[src/rtl/result_tx_sequencer.sv]
// result_tx_sequencer: snapshots the result bus and streams it to
// uart_tx as header, MSB-first data bytes and an 8-bit checksum.
module result_tx_sequencer #(
    parameter int         N_ELEM      = 9,
    parameter int         ELEM_W      = 16,
    parameter bit         HDR_EN      = 1'b1,
    parameter logic [7:0] HDR_BYTE    = 8'hA5,
    parameter bit         CSUM_EN     = 1'b1,
    parameter int         ACK_TIMEOUT = 16
) (
    input  logic                                 clk,
    input  logic                                 rst,
    input  logic                                 start,
    input  logic [N_ELEM*ELEM_W-1:0]             result,
    input  logic                                 abort,
    input  logic                                 tx_busy,
    output logic [7:0]                           tx_data,
    output logic                                 tx_start,
    output logic                                 busy,
    output logic                                 done,
    output logic                                 err,
    output logic [$clog2(N_ELEM*ELEM_W/8+3)-1:0] byte_cnt
);

    localparam int BPE    = ELEM_W / 8;
    localparam int NDATA  = N_ELEM * BPE;
    localparam int HDR_N  = HDR_EN ? 1 : 0;
    localparam int CSUM_N = CSUM_EN ? 1 : 0;
    localparam int NBYTES = NDATA + HDR_N + CSUM_N;
    localparam int CW     = $clog2(NDATA + 3);
    localparam int AW     = $clog2(ACK_TIMEOUT + 1);

    typedef enum logic [2:0] {
        IDLE,
        ISSUE,
        WAIT_ACK,
        WAIT_DONE,
        NEXT
    } state_t;

    state_t                   state;
    logic [N_ELEM*ELEM_W-1:0] snap;
    logic [7:0]               csum;
    logic [AW-1:0]            ack_cnt;
    logic [7:0]               snap_b [NDATA];
    logic [CW-1:0]            dix;
    logic                     is_hdr;
    logic                     is_data;
    logic [7:0]               cur_byte;
    logic [7:0]               first_byte;

    // Byte view of the snapshot in transmit order (element MSB first)
    for (genvar e = 0; e < N_ELEM; e++) begin : g_elem
        for (genvar b = 0; b < BPE; b++) begin : g_byte
            assign snap_b[e*BPE+b] = snap[e*ELEM_W + (BPE-1-b)*8 +: 8];
        end
    end

    assign dix        = byte_cnt - CW'(HDR_N);
    assign is_hdr     = HDR_EN && (byte_cnt == '0);
    assign is_data    = !is_hdr && (dix < CW'(NDATA));
    assign first_byte = HDR_EN ? HDR_BYTE : result[ELEM_W-1 -: 8];

    // Byte selected by the count of bytes already completed
    always_comb begin
        cur_byte = csum;
        if (is_hdr) begin
            cur_byte = HDR_BYTE;
        end else if (is_data) begin
            cur_byte = snap_b[dix];
        end
    end

    // Frame sequencer with uart_tx start/busy handshake
    always_ff @(posedge clk or posedge rst) begin
        if (rst) begin
            state    <= IDLE;
            snap     <= '0;
            csum     <= '0;
            ack_cnt  <= '0;
            tx_data  <= '0;
            tx_start <= 1'b0;
            busy     <= 1'b0;
            done     <= 1'b0;
            err      <= 1'b0;
            byte_cnt <= '0;
        end else begin
            tx_start <= 1'b0;
            done     <= 1'b0;
            if (state != IDLE && abort) begin
                state <= IDLE;
                busy  <= 1'b0;
            end else begin
                unique case (state)
                    IDLE: begin
                        if (start && !abort) begin
                            snap     <= result;
                            csum     <= '0;
                            byte_cnt <= '0;
                            err      <= 1'b0;
                            busy     <= 1'b1;
                            tx_data  <= first_byte;
                            state    <= ISSUE;
                        end
                    end
                    ISSUE: begin
                        tx_data <= cur_byte;
                        if (!tx_busy) begin
                            tx_start <= 1'b1;
                            ack_cnt  <= '0;
                            state    <= WAIT_ACK;
                        end
                    end
                    WAIT_ACK: begin
                        if (tx_busy) begin
                            state <= WAIT_DONE;
                        end else if (ack_cnt == AW'(ACK_TIMEOUT - 1)) begin
                            err   <= 1'b1;
                            busy  <= 1'b0;
                            state <= IDLE;
                        end else begin
                            ack_cnt <= ack_cnt + 1'b1;
                        end
                    end
                    WAIT_DONE: begin
                        if (!tx_busy) begin
                            byte_cnt <= byte_cnt + 1'b1;
                            if (is_data) begin
                                csum <= csum + tx_data;
                            end
                            state <= NEXT;
                        end
                    end
                    NEXT: begin
                        if (byte_cnt == CW'(NBYTES)) begin
                            done  <= 1'b1;
                            busy  <= 1'b0;
                            state <= IDLE;
                        end else begin
                            tx_data <= cur_byte;
                            state   <= ISSUE;
                        end
                    end
                    default: state <= IDLE;
                endcase
            end
        end
    end

endmodule

[config.mk]
export PLATFORM = sky130hd
export DESIGN_NAME = result_tx_sequencer
export DESIGN_NICKNAME = d
export VERILOG_FILES = /design/src/rtl/result_tx_sequencer.sv
export SDC_FILE = /design/constraint.sdc
export NUM_CORES = 1
export LEC_CHECK = 0
export ABC_AREA = 1
export BUFFER_PORTS_ARGS = -buffer_cell sky130_fd_sc_hd__buf_2
export CORE_MARGIN = 3
export CORE_UTILIZATION = 55
export DETAILED_ROUTE_END_ITERATION = 7
export PLACE_DENSITY = 0.8
export SYNTH_ARGS = -nofsm -noshare
export SYNTH_HDL_FRONTEND = slang
export SYNTH_SLANG_ARGS = --single-unit
[constraint.sdc]
create_clock -name clk -period 7.2 [get_ports clk]
set_clock_uncertainty 0.05 [all_clocks]
set_input_delay 1.44 -clock clk [delete_from_list [all_inputs] [get_ports clk]]
set_output_delay 1.44 -clock clk [all_outputs]
set_load 0.02 [all_outputs]
=== Yosys cells after proc, flatten, opt, wreduce, memory -nomap -nowiden ===
Cells that the tools add are included.

* Add/subtract/negate cells: 4
* $lt $le $gt $ge: 2
* Eq/ne operators: 21
* Multiplexer cells: 43
* Bitwise logic cells: 2
* Reduce and logical (&&, ||, !) cells: 21

{| class="wikitable"
|+ Operator list
! kind !! number
|-
| $mux W8 || 9
|-
| $bmux W8 S5 || 1
|-
| $mux W5 || 5
|-
| $pmux W8 S3 || 1
|-
| $pmux W5 S2 || 2
|-
| $reduce_and A5 Y1 || 4
|-
| $mux W3 || 6
|-
| $ne A3 B3 Y1 const B || 6
|-
| $ne A2 B2 Y1 const B || 8
|-
| $pmux W8 S2 || 1
|-
| $mux W1 || 15
|-
| $pmux W3 S5 || 1
|-
| $reduce_and A4 Y1 || 3
|-
| $add A5 B1 Y5 const B || 2
|-
| $add A8 B8 Y8 || 1
|-
| $eq A3 B2 Y1 const B || 2
|-
| $ge A6 B6 Y1 const B || 1
|-
| $not A5 Y6 || 1
|-
| $reduce_bool A2 Y1 || 3
|-
| $reduce_bool A3 Y1 || 2
|-
| $eq A5 B4 Y1 const B || 1
|-
| $eq A5 B5 Y1 const B || 1
|-
| $logic_not A5 Y1 || 1
|-
| $lt A5 B5 Y1 const B || 1
|-
| 12 further kinds || 15
|}

* Flip-flop bits (word level): 177
* Input port bits: 149
* Logic and storage cells: 103

=== Depth between registers and ports, before layout ===
* Depth in word-level cells: 9
* Mapped depth: 15
* Gate-level depth less buffers: 13

=== Worst setup path before layout ===
No wires, ideal clock.

* Path kind: in2reg
* Start: input start
* End: register snap[117]
* Arrival time: 2189 ps
* Required time: 7024 ps
* Path slack: 4835 ps
* Stages on the path: 7
* Path buffers: 2
* Cells stage by stage: inv_1 > nor2_1 > nand2_4 > inv_2 > buf_6 > buf_2 > o21ai_0

* Longest elaborated chain between the ends: 2

{| class="wikitable"
|+ Ends and longest elaborated chain
! what !! line !! text
|-
| start: declaration || 13 || <nowiki>input logic start,</nowiki>
|-
| $logic_and A1 B1 Y1 || 96 || <nowiki>if (start && !abort) begin</nowiki>
|-
| $reduce_and A3 Y1 (no source line) || n/a ||
|-
| end signal: assignment || 97 || <nowiki>snap <= result;</nowiki>
|-
| end: declaration || 42 || <nowiki>logic [N_ELEM*ELEM_W-1:0] snap;</nowiki>
|}

No other way between the ends.
A chain may end at the register's enable or synchronous reset.

=== Worst setup path in the final report ===
* Start: input abort
* End: register snap[120]

* Longest elaborated chain between the ends: 3
* Elaborated cells on any way between the ends: 5
* Classes of those cells: bitwise (1); reduce/logical (4)

{| class="wikitable"
|+ Ends and longest elaborated chain
! what !! line !! text
|-
| start: declaration || 15 || <nowiki>input logic abort,</nowiki>
|-
| $logic_not A1 Y1 / $logic_and A1 B1 Y1 (equally long branches) || 96, 90 ||
|-
| $logic_and A1 B1 Y1 / $not A1 Y1 (equally long branches) || n/a ||
|-
| $reduce_and A3 Y1 (no source line) * || n/a ||
|}

Every way passes the cells marked *; elsewhere a longest branch is shown, timed or not.

==> results.tsv <==
metric	value	unit
status	complete, no violations	
Setup CP Type	primary input to register	
Clock Sinks	177	
Placer Congestion	0.9131	
DRT Wirelength	22.63	mm
gr usage total	25.82	%
die width	134.1	microns
EDFF count, synth	0	
CP max FO	167	
Max Cap Violations	0	
largest net degree at the start of global routing	168	
CTS Root Cell	clkbuf_16	
Port Buffers	165	
Worst Hold Class	register to register	
initial DRC count	665	
drt pass-1 iters	5	
most used flip-flop cell after synthesis	dfrtp_1	
total number of vias	8039	
Data arrival, critical path	4.08	ns
Antenna Nets Post-Route	0	
PostCTS Resize Cnt	0	
initial antenna violation count	0	
area growth from synthesis to layout	16.35	%
CP required	7.49	ns
RSZ-0062 raised after global routing	no	
Tmin final	3.791	ns
hold-critical path depth	2	
commonest non-fill, non-tap cell in the layout	nand2_1	
Synth cell types	40	
# IOs	166	
final hold vios	0	
Via density	5.157	
Critical Path Source Type	primary input	
vias in the first global route	7605	
CTS Buf Count	17	
sequential share of the synthesized area	49.08	%
Syn Inst Count	1199	
Slew Limit Fails	0	
maximum vdd ir drop	0.2549	mV
min-delay src	snap[100]	
Clk pin slew, worst setup/hold paths	0.07	ns
Final period util	52.65	%
total gr overflow	0	
Critical Path End Type	register	
core area	15940	sq um
total die area	17980	sq um
hold_buf cts	0	
ANT cells	0	
Min-Delay Endpoint	snap[100]	
first-pass GRT wire length	37.24	mm
Reg2Reg Depth	8	
most frequent cells in the layout	521 x nand2_1, 176 x dfrtp_1, 165 x buf_2, 130 x nand3_1, 93 x inv_1	
post-synthesis net count	1361	
Mapped Avg Cell Area	7.527	sq um
dpl hpwl	14.84	mm
post-CTS setup buffer count	0	
CTS tree	done	
post-route total power	4.284	mW
Initial Utilization	56.61	%
DRC viols	0	
reg2reg start	state[1]	
Peak Freq	263.8	MHz
Power Density	407.9	nW/um^2
setup tns final	0	ns
Vert. Die Dim	134.1	microns
routed length per placed instance	14.52	microns
Core Rows	46	
r2r setup slk	3.92	ns
Max Buffers Root-to-Sink	2	
final core occ	65.86	%
Mapped Area	9025	sq um
Synth Register Bits	177	
clk_lat worst skew	0.43	ns
layout net count	1492	
RR Endpoint	snap[120]	
asr flop ratio synth	100.0	%
H-tree Lvls	4	
Leakage	5.607	nW
slew margin rel.	34.44	%
Worst Max-Slew Pin Slew	0.9834	ns
layout cells sized above 1	17.05	%
Synth Warn #	0	
final setup vio count	0	
==> flip-flops by register name, summed over array words and instances (netlist names) <==
name	flops
ack_cnt	5
busy	1
byte_cnt	5
csum	8
done	1
err	1
snap	144
state	3
tx_data	8
tx_start	1
==> layout make-up <==
type / count / area, sq um
fillers: 1362 / 5443
flip-flops and latches: 177 / 4431
multi-input cells: 861 / 3882
repair buffers: 171 / 870.8
clock buffers: 17 / 425.4
inverters: 102 / 392.9
well taps: 216 / 270.3
clock inverters: 15 / 227.7
==> per-stage QoR <==
stage | hold slack (ns) | worst slack (ns) | cell area, sq um | cells
finish | 0.4321 | 3.409 | 10500 | 1559
global route | 0.4423 | 3.086 | 10500 | 1559
CTS | 0.4333 | 3.415 | 10500 | 1559
detailed placement | 0.4151 | 2.966 | 9847 | 1527
global placement | 0.4080 | 3.025 | 9847 | 1527
floorplan | 0.3936 | 0.9081 | 9025 | 1199
==> logic make-up after synthesis <==
kind of cell | share of synthesized area [%]
xor+xnor | 1.178
flops | 49.08
compound gates | 7.154
fa+ha+maj | 1.885
buf+inv | 7.902
simple gates | 32.80
==> per-layer routing <==
metal | share of wire, % | up-vias | global-route usage [%]
met3 | 6.0 | 26 | 4.764
met2 | 48 | 270 | 41.27
met1 | 45 | 3726 | 36.58
met4 | 1.4 | 0 | 7.296
met5 | 0 | - | 0
li1 | - | 4017 | -
==> synthesized netlist by cell type, drive strengths merged, types with 5 or more instances <==
master | count | share of area (%)
nor2 | 45 | 2.2
ha | 12 | 1.7
dfrtp | 177 | 49
xor2 | 6 | 0.79
nor3 | 5 | 0.40
a21oi | 18 | 1.0
inv | 101 | 4.2
nand3 | 131 | 7.3
clkbuf | 15 | 0.62
buf | 44 | 3.0
nand4 | 5 | 0.42
o21ai | 91 | 5.1
nand2 | 529 | 22
==> how the worst max path moves through the flow <==
stage / from / endpoint / depth (start not counted) / slack, ns
after floorplan: rst / ack_cnt[0] / 1 / 0.91
after global placement: abort / snap[120] / 7 / 3.03
after detailed placement: abort / snap[120] / 7 / 2.97
after CTS: abort / snap[120] / 7 / 3.41
after global routing: abort / snap[120] / 7 / 3.09
final: abort / snap[120] / 7 / 3.41
==> critical path: stages <==
cell and delay (ns):
buf_2 0.14, nor2_1 0.22, nand2_4 0.50, inv_6 0.96
buf_4 0.54, nand2_1 0.12, o21ai_0 0.11
==> power by group <==
part           internal [mW]  switching [mW]
Clock                  0.620           0.409
Sequential              1.42           0.185
Combinational          0.545            1.11
Total                   2.58            1.70
Power figures use the tool's default switching activity.
